<file path="src/rtl/riscv_core_icache_axi_refill.sv">
// I-cache line-refill engine: issues one AXI4 read burst per miss and packs the beats into a line.
// Optional feature macro ICACHE_REFILL_CWF_EN: critical-word-first WRAP burst, line still in natural order.
module riscv_core_icache_axi_refill #(
   parameter int ADDR_WIDTH     = 32,
   parameter int LINE_WIDTH     = 256,
   parameter int AXI_DATA_WIDTH = 64,
   parameter int AXI_ID_WIDTH   = 4,
   parameter int AXI_ID         = 0
) (
   input  logic                      i_clk,
   input  logic                      i_rst_n,
   input  logic                      i_mem_req,
   input  logic [ADDR_WIDTH-1:0]     i_addr,
   output logic                      o_mem_done,
   output logic [LINE_WIDTH-1:0]     o_line_data,
   output logic                      o_bus_err,
   output logic                      o_arvalid,
   input  logic                      i_arready,
   output logic [ADDR_WIDTH-1:0]     o_araddr,
   output logic [7:0]                o_arlen,
   output logic [2:0]                o_arsize,
   output logic [1:0]                o_arburst,
   output logic [AXI_ID_WIDTH-1:0]   o_arid,
   output logic [3:0]                o_arcache,
   output logic [2:0]                o_arprot,
   input  logic                      i_rvalid,
   output logic                      o_rready,
   input  logic [AXI_DATA_WIDTH-1:0] i_rdata,
   input  logic [1:0]                i_rresp,
   input  logic                      i_rlast
);

   localparam int BEATS      = LINE_WIDTH / AXI_DATA_WIDTH;
   localparam int CNT_W      = $clog2(BEATS);
   localparam int BEAT_BYTES = AXI_DATA_WIDTH / 8;
   localparam int BEAT_SHIFT = $clog2(BEAT_BYTES);
   localparam logic [CNT_W-1:0] LAST_CNT = CNT_W'(BEATS - 1);

   typedef enum logic [1:0] {IDLE, ADDR, DATA, DONE} state_t;

   state_t                  state_q, state_d;
   logic [ADDR_WIDTH-1:0]   addr_q, req_addr;
   logic [CNT_W-1:0]        cnt_q, start_q, req_start, slot;
   logic                    err_q, beat_err, last_beat;
   logic [LINE_WIDTH-1:0]   line_q;

`ifdef ICACHE_REFILL_CWF_EN
   // The wrap burst starts at the missing beat; its line offset tells where beat 0 lands.
   assign req_addr  = i_addr & ~ADDR_WIDTH'(BEAT_BYTES - 1);
   assign req_start = i_addr[BEAT_SHIFT +: CNT_W];
   assign o_arburst = 2'b10;
`else
   localparam int LINE_BYTES = LINE_WIDTH / 8;
   assign req_addr  = i_addr & ~ADDR_WIDTH'(LINE_BYTES - 1);
   assign req_start = '0;
   assign o_arburst = 2'b01;
`endif

   assign o_arlen     = 8'(BEATS - 1);
   assign o_arsize    = 3'(BEAT_SHIFT);
   assign o_arid      = AXI_ID_WIDTH'(AXI_ID);
   assign o_arcache   = 4'b0010;
   assign o_arprot    = 3'b100;
   assign o_araddr    = addr_q;
   assign o_line_data = line_q;

   assign slot      = start_q + cnt_q;
   assign last_beat = (cnt_q == LAST_CNT);
   // The count, not rlast, ends the burst; a misplaced rlast only flags an error.
   assign beat_err  = ((i_rresp & 2'b10) != 2'b00) || (i_rlast != last_beat);

   always_ff @(posedge i_clk or negedge i_rst_n) begin
      if (!i_rst_n) begin
         state_q <= IDLE;
      end else begin
         state_q <= state_d;
      end
   end

   always_comb begin
      state_d    = state_q;
      o_arvalid  = 1'b0;
      o_rready   = 1'b0;
      o_mem_done = 1'b0;
      o_bus_err  = 1'b0;
      unique case (state_q)
         IDLE: begin
            if (i_mem_req) state_d = ADDR;
         end
         ADDR: begin
            o_arvalid = 1'b1;
            if (i_arready) state_d = DATA;
         end
         DATA: begin
            o_rready = 1'b1;
            if (i_rvalid && last_beat) state_d = DONE;
         end
         DONE: begin
            o_mem_done = 1'b1;
            o_bus_err  = err_q;
            state_d    = IDLE;
         end
         default: state_d = IDLE;
      endcase
   end

   always_ff @(posedge i_clk or negedge i_rst_n) begin
      if (!i_rst_n) begin
         addr_q  <= '0;
         start_q <= '0;
         cnt_q   <= '0;
         err_q   <= 1'b0;
         line_q  <= '0;
      end else begin
         case (state_q)
            IDLE: begin
               if (i_mem_req) begin
                  addr_q  <= req_addr;
                  start_q <= req_start;
                  cnt_q   <= '0;
                  err_q   <= 1'b0;
               end
            end
            DATA: begin
               if (i_rvalid) begin
                  line_q[slot*AXI_DATA_WIDTH +: AXI_DATA_WIDTH] <= i_rdata;
                  cnt_q <= cnt_q + 1'b1;
                  err_q <= err_q | beat_err;
               end
            end
            default: begin
            end
         endcase
      end
   end

endmodule
</file>
<file path="config.mk">
export PLATFORM = sky130hd
export DESIGN_NAME = riscv_core_icache_axi_refill
export DESIGN_NICKNAME = d
export VERILOG_FILES = /design/src/rtl/riscv_core_icache_axi_refill.sv
export SDC_FILE = /design/constraint.sdc
export NUM_CORES = 1
export LEC_CHECK = 0
export CAP_MARGIN = 20
export CORE_MARGIN = 5
export CORE_UTILIZATION = 44
export CTS_CLUSTER_DIAMETER = 40
export DETAILED_ROUTE_END_ITERATION = 7
export GPL_TIMING_DRIVEN = 0
export PLACE_DENSITY = 0.78
export REMOVE_ABC_BUFFERS = 1
export SYNTH_ARGS = -nofsm -noshare
export SYNTH_HDL_FRONTEND = slang
export SYNTH_SLANG_ARGS = --single-unit
</file>
<file path="constraint.sdc">
create_clock -name i_clk -period 2.2 [get_ports i_clk]
set_input_delay 0.66 -clock i_clk [delete_from_list [all_inputs] [get_ports i_clk]]
set_output_delay 0.66 -clock i_clk [all_outputs]
set_load 0.02 [all_outputs]
</file>
==> results.tsv, run 1 <==
stage	metric	value	unit
outcome	run_status	finished, violations left	
outcome	failed_checks	setup timing	
flow_run	maxCapViolations	0	
logic_synthesis	synth_edf_count	0	
cts	cts_hold_buffers	0	
route	wl_per_cell	22.19	um
logic_synthesis	synth_area_leaders	dfrtp_1 (64%), a22o_1 (10%), nand2_1 (8.7%)	
logic_synthesis	synth_cell_type_count	27	
logic_synthesis	synth_top_area_share	64.33	%
power_and_ir_drop	p_leak	9.021	nW
power_and_ir_drop	irDropWorstVdd	1038	uV
cts	clock_latency	0.52	ns
timing	grt_setup_unrepaired	true	
logic_synthesis	syn_inst	975	
cts	numClockSinks	288	
power_and_ir_drop	total_power	19.02	mW
floorplanning	die_height	169.6	um
place	numPortBuffers	384	
cts	clockBufferDepth	3	
place	gp_congestion	0.7928	
route	postRouteWirelength	39020	um
cts	cts-root-buf	clkbuf_16	
setup_path	critPathLaunchType	flip-flop	
logic_synthesis	post-synth-top-count-cell	dfrtp_1	
timing	final-setup-viol-count	1	
logic_synthesis	ys_warn_count	0	
timing	period_share	101.0	%
grt	grt_pass1_vias	9917	
setup_path	max_stage_delay	0.41	ns
grt	grt_max_degree	117	
floorplanning	die_w	169.6	um
logic_synthesis	yosysSeqAreaShare	64.33	%
final_layout	area_growth	55.70	%
logic_synthesis	synth_area_leader_cell	dfrtp_1	
timing	setup_slack	-0.02310	ns
floorplanning	core_area	25110	sq um
timing	finalHoldViolCount	0	
floorplanning	rows	58	
floorplanning	ios	420	
place	place_ws	-2.037	ns
logic_synthesis	ys_ff_latch	288	
setup_path	worstPathMaxFanout	3	
hold_path	hp-class	in2async	
logic_synthesis	synth_area	11200	sq um
route	drtPass1Iterations	6	
final_layout	drive_above_1_share	13.18	%
cts	cts_inserted_buffers	40	
grt	grt_usage	25.70	%
timing	slew_violations	0	
cts	ctsHtreeMaxLevel	2	
timing	layout_min_cycle_time	2.223	ns
setup_path	path_cells	buf_4, ha_1, and2_4, buf_6	
grt	grt-ovfl-total	0	
logic_synthesis	avgSynthCellArea	11.49	sq um
timing	fmax	0.4498	GHz
grt	antenna_found_initial	2	
route	drc	0	
timing	relSlewSlack	54.26	%
cts	cts_tree	built	
power_and_ir_drop	power.density	1090	nW/um^2
route	vias	9458	
setup_path	crit_type	reg2out	
setup_path	cp.arrival	1.56	ns
setup_path	slowest_stage	dfrtp_1	
logic_synthesis	yosys_most_used_dff	dfrtp_1	
final_layout	nNetsFinal	1509	
cts	clk_pin_slew	0.06	ns
floorplanning	start_util	44.62	%
timing	tightestPinTransition	0.6861	ns
logic_synthesis	synth_common_cells	dfrtp_1 (288), nand2_1 (260), a22o_1 (130), o21ai_0 (130), clkbuf_1 (37)	
setup_path	required	1.54	ns
route	ant_nets	0	
setup_path	cp-end-kind	output port	
place	place_inst	1645	
route	first_iter_violations	897	
final_layout	finalNonFillerCells	1758	
route	viasPerCell	5.380	
final_layout	utilization	69.47	%
grt	grt_pass1_wl	58090	um
place	dp_hpwl	24100	um
timing	finClkSkew	0.01354	ns
floorplanning	dieArea	28750	sq um
logic_synthesis	synth_async_sr_flop_share	100.0	%
-- worst paths after layout --
check                                             startpoint                           end  slack, ns  cells past startpoint
worst max-delay path                  state_q[0]$_DFFE_PN0P_                     o_bus_err      -0.02                      4
worst min-delay path                                 i_rst_n   o_line_data[43]$_DFFE_PN0P_       0.07                      1
worst max register to register        state_q[0]$_DFFE_PN0P_  o_line_data[165]$_DFFE_PN0P_       0.02                     11
worst min register to register  o_line_data[248]$_DFFE_PN0P_  o_line_data[248]$_DFFE_PN0P_       0.47                      2
max in group asynchronous                            i_rst_n          cnt_q[0]$_DFFE_PN0P_       1.16                      2
min in group i_clk              o_line_data[248]$_DFFE_PN0P_  o_line_data[248]$_DFFE_PN0P_       0.47                      2
-- per-stage QoR --
step	TNS [ns]	hold WS (ns)	instance area, sq um
after global routing	-1.903	0.08578	17440
after global placement	-5610.14	0.4592	14960
after floorplan	-949.19	0.3644	10710
after CTS	-0.01272	0.07917	17010
after detailed placement	-265.59	0.4691	15420
final	-0.02310	0.06811	17440
-- timing repair --
item	4_1_cts	5_1_grt
cloned	5	5
setup buffers	19	13
resized for setup	49	109
pin swaps	18	5
setup endpoints to repair	275	268
endpoints found under the hold margin	0	0
-- registers in the layout (all words and copies together), names as in the netlist --
name and count:
err_q 1, cnt_q 2, o_line_data 256, o_araddr 27
state_q 2
-- final cells by class --
| cell class | count | area, sq um |
|---|---|---|
| repair buffers | 447 | 4791 |
| diodes | 2 | 5.005 |
| clock buffers | 47 | 1069 |
| multi-input cells | 614 | 3680 |
| inverters | 4 | 15.01 |
| well taps | 330 | 412.9 |
| clock inverters | 26 | 262.8 |
| fillers | 1761 | 7666 |
| flip-flops and latches | 288 | 7208 |
-- critical path: cells and delay by family, from the launching register on --
kind | cells | cell delay [ns]
adders and majority gates | 1 | 0.21
DFF | 1 | 0.41
buffers and inverters | 2 | 0.27
and+or+nand+nor | 1 | 0.16
-- report_power, final --
part	total (mW)	leakage, nW	internal (mW)	switching (mW)
clock	6.35	0.647	3.80	2.55
combinational	6.02	4.46	2.86	3.16
sequential	6.65	3.91	6.16	0.489
total	19.0	9.02	12.8	6.20
-- cell usage in the layout (no fill, tap or decap), drive strengths merged, types with 2 or more instances in the layout --
cell,instances
clkdlybuf4s50,280
clkinvlp,3
diode,2
mux2,28
inv,12
nand2b,3
buf,63
dlymetal6s2s,83
nor2b,2
ha,10
nand3,10
clkbuf,52
clkinv,13
dlygate4sd2,15
nor4b,2
conb,29
a22o,130
dfrtp,288
bufinv,2
o21ai,130
nand2,260
-- cell families (layout without fill, tap and decap cells) --
group / count (synthesis) / after routing / synth area share (%)
DFF: 288 / 288 / 64.33
and+or+nand+nor: 275 / 281 / 9.806
AOI/OAI and AO/OA: 265 / 265 / 16.32
buffers and inverters: 106 / 524 / 5.472
muxes: 28 / 28 / 2.814
adders and majority gates: 10 / 10 / 1.117
other: 2 / 31 / 0.06703
xor gates and xnor gates: 1 / 1 / 0.07819
-- layer usage --
| layer | GRT usage, % | vias to the layer above | part of all wire, % |
|---|---|---|---|
| met5 | 0 | - | 0 |
| met4 | 9.485 | 0 | 3.6 |
| met3 | 6.755 | 96 | 8.4 |
| met2 | 43.54 | 466 | 50 |
| met1 | 31.88 | 4730 | 39 |
| li1 | - | 4166 | - |
No activity file was read; power rests on OpenSTA's default activity.
==> run 2, diff against run 1 <==
--- a/config.mk
+++ b/config.mk
@@ -5,6 +5,7 @@
 export SDC_FILE = /design/constraint.sdc
 export NUM_CORES = 1
 export LEC_CHECK = 0
+export ABC_AREA = 0
 export CAP_MARGIN = 20
 export CORE_MARGIN = 5
 export CORE_UTILIZATION = 44
==> results of run 2 <==
No change in the layout: final DEF, timing and power equal those of run 1.
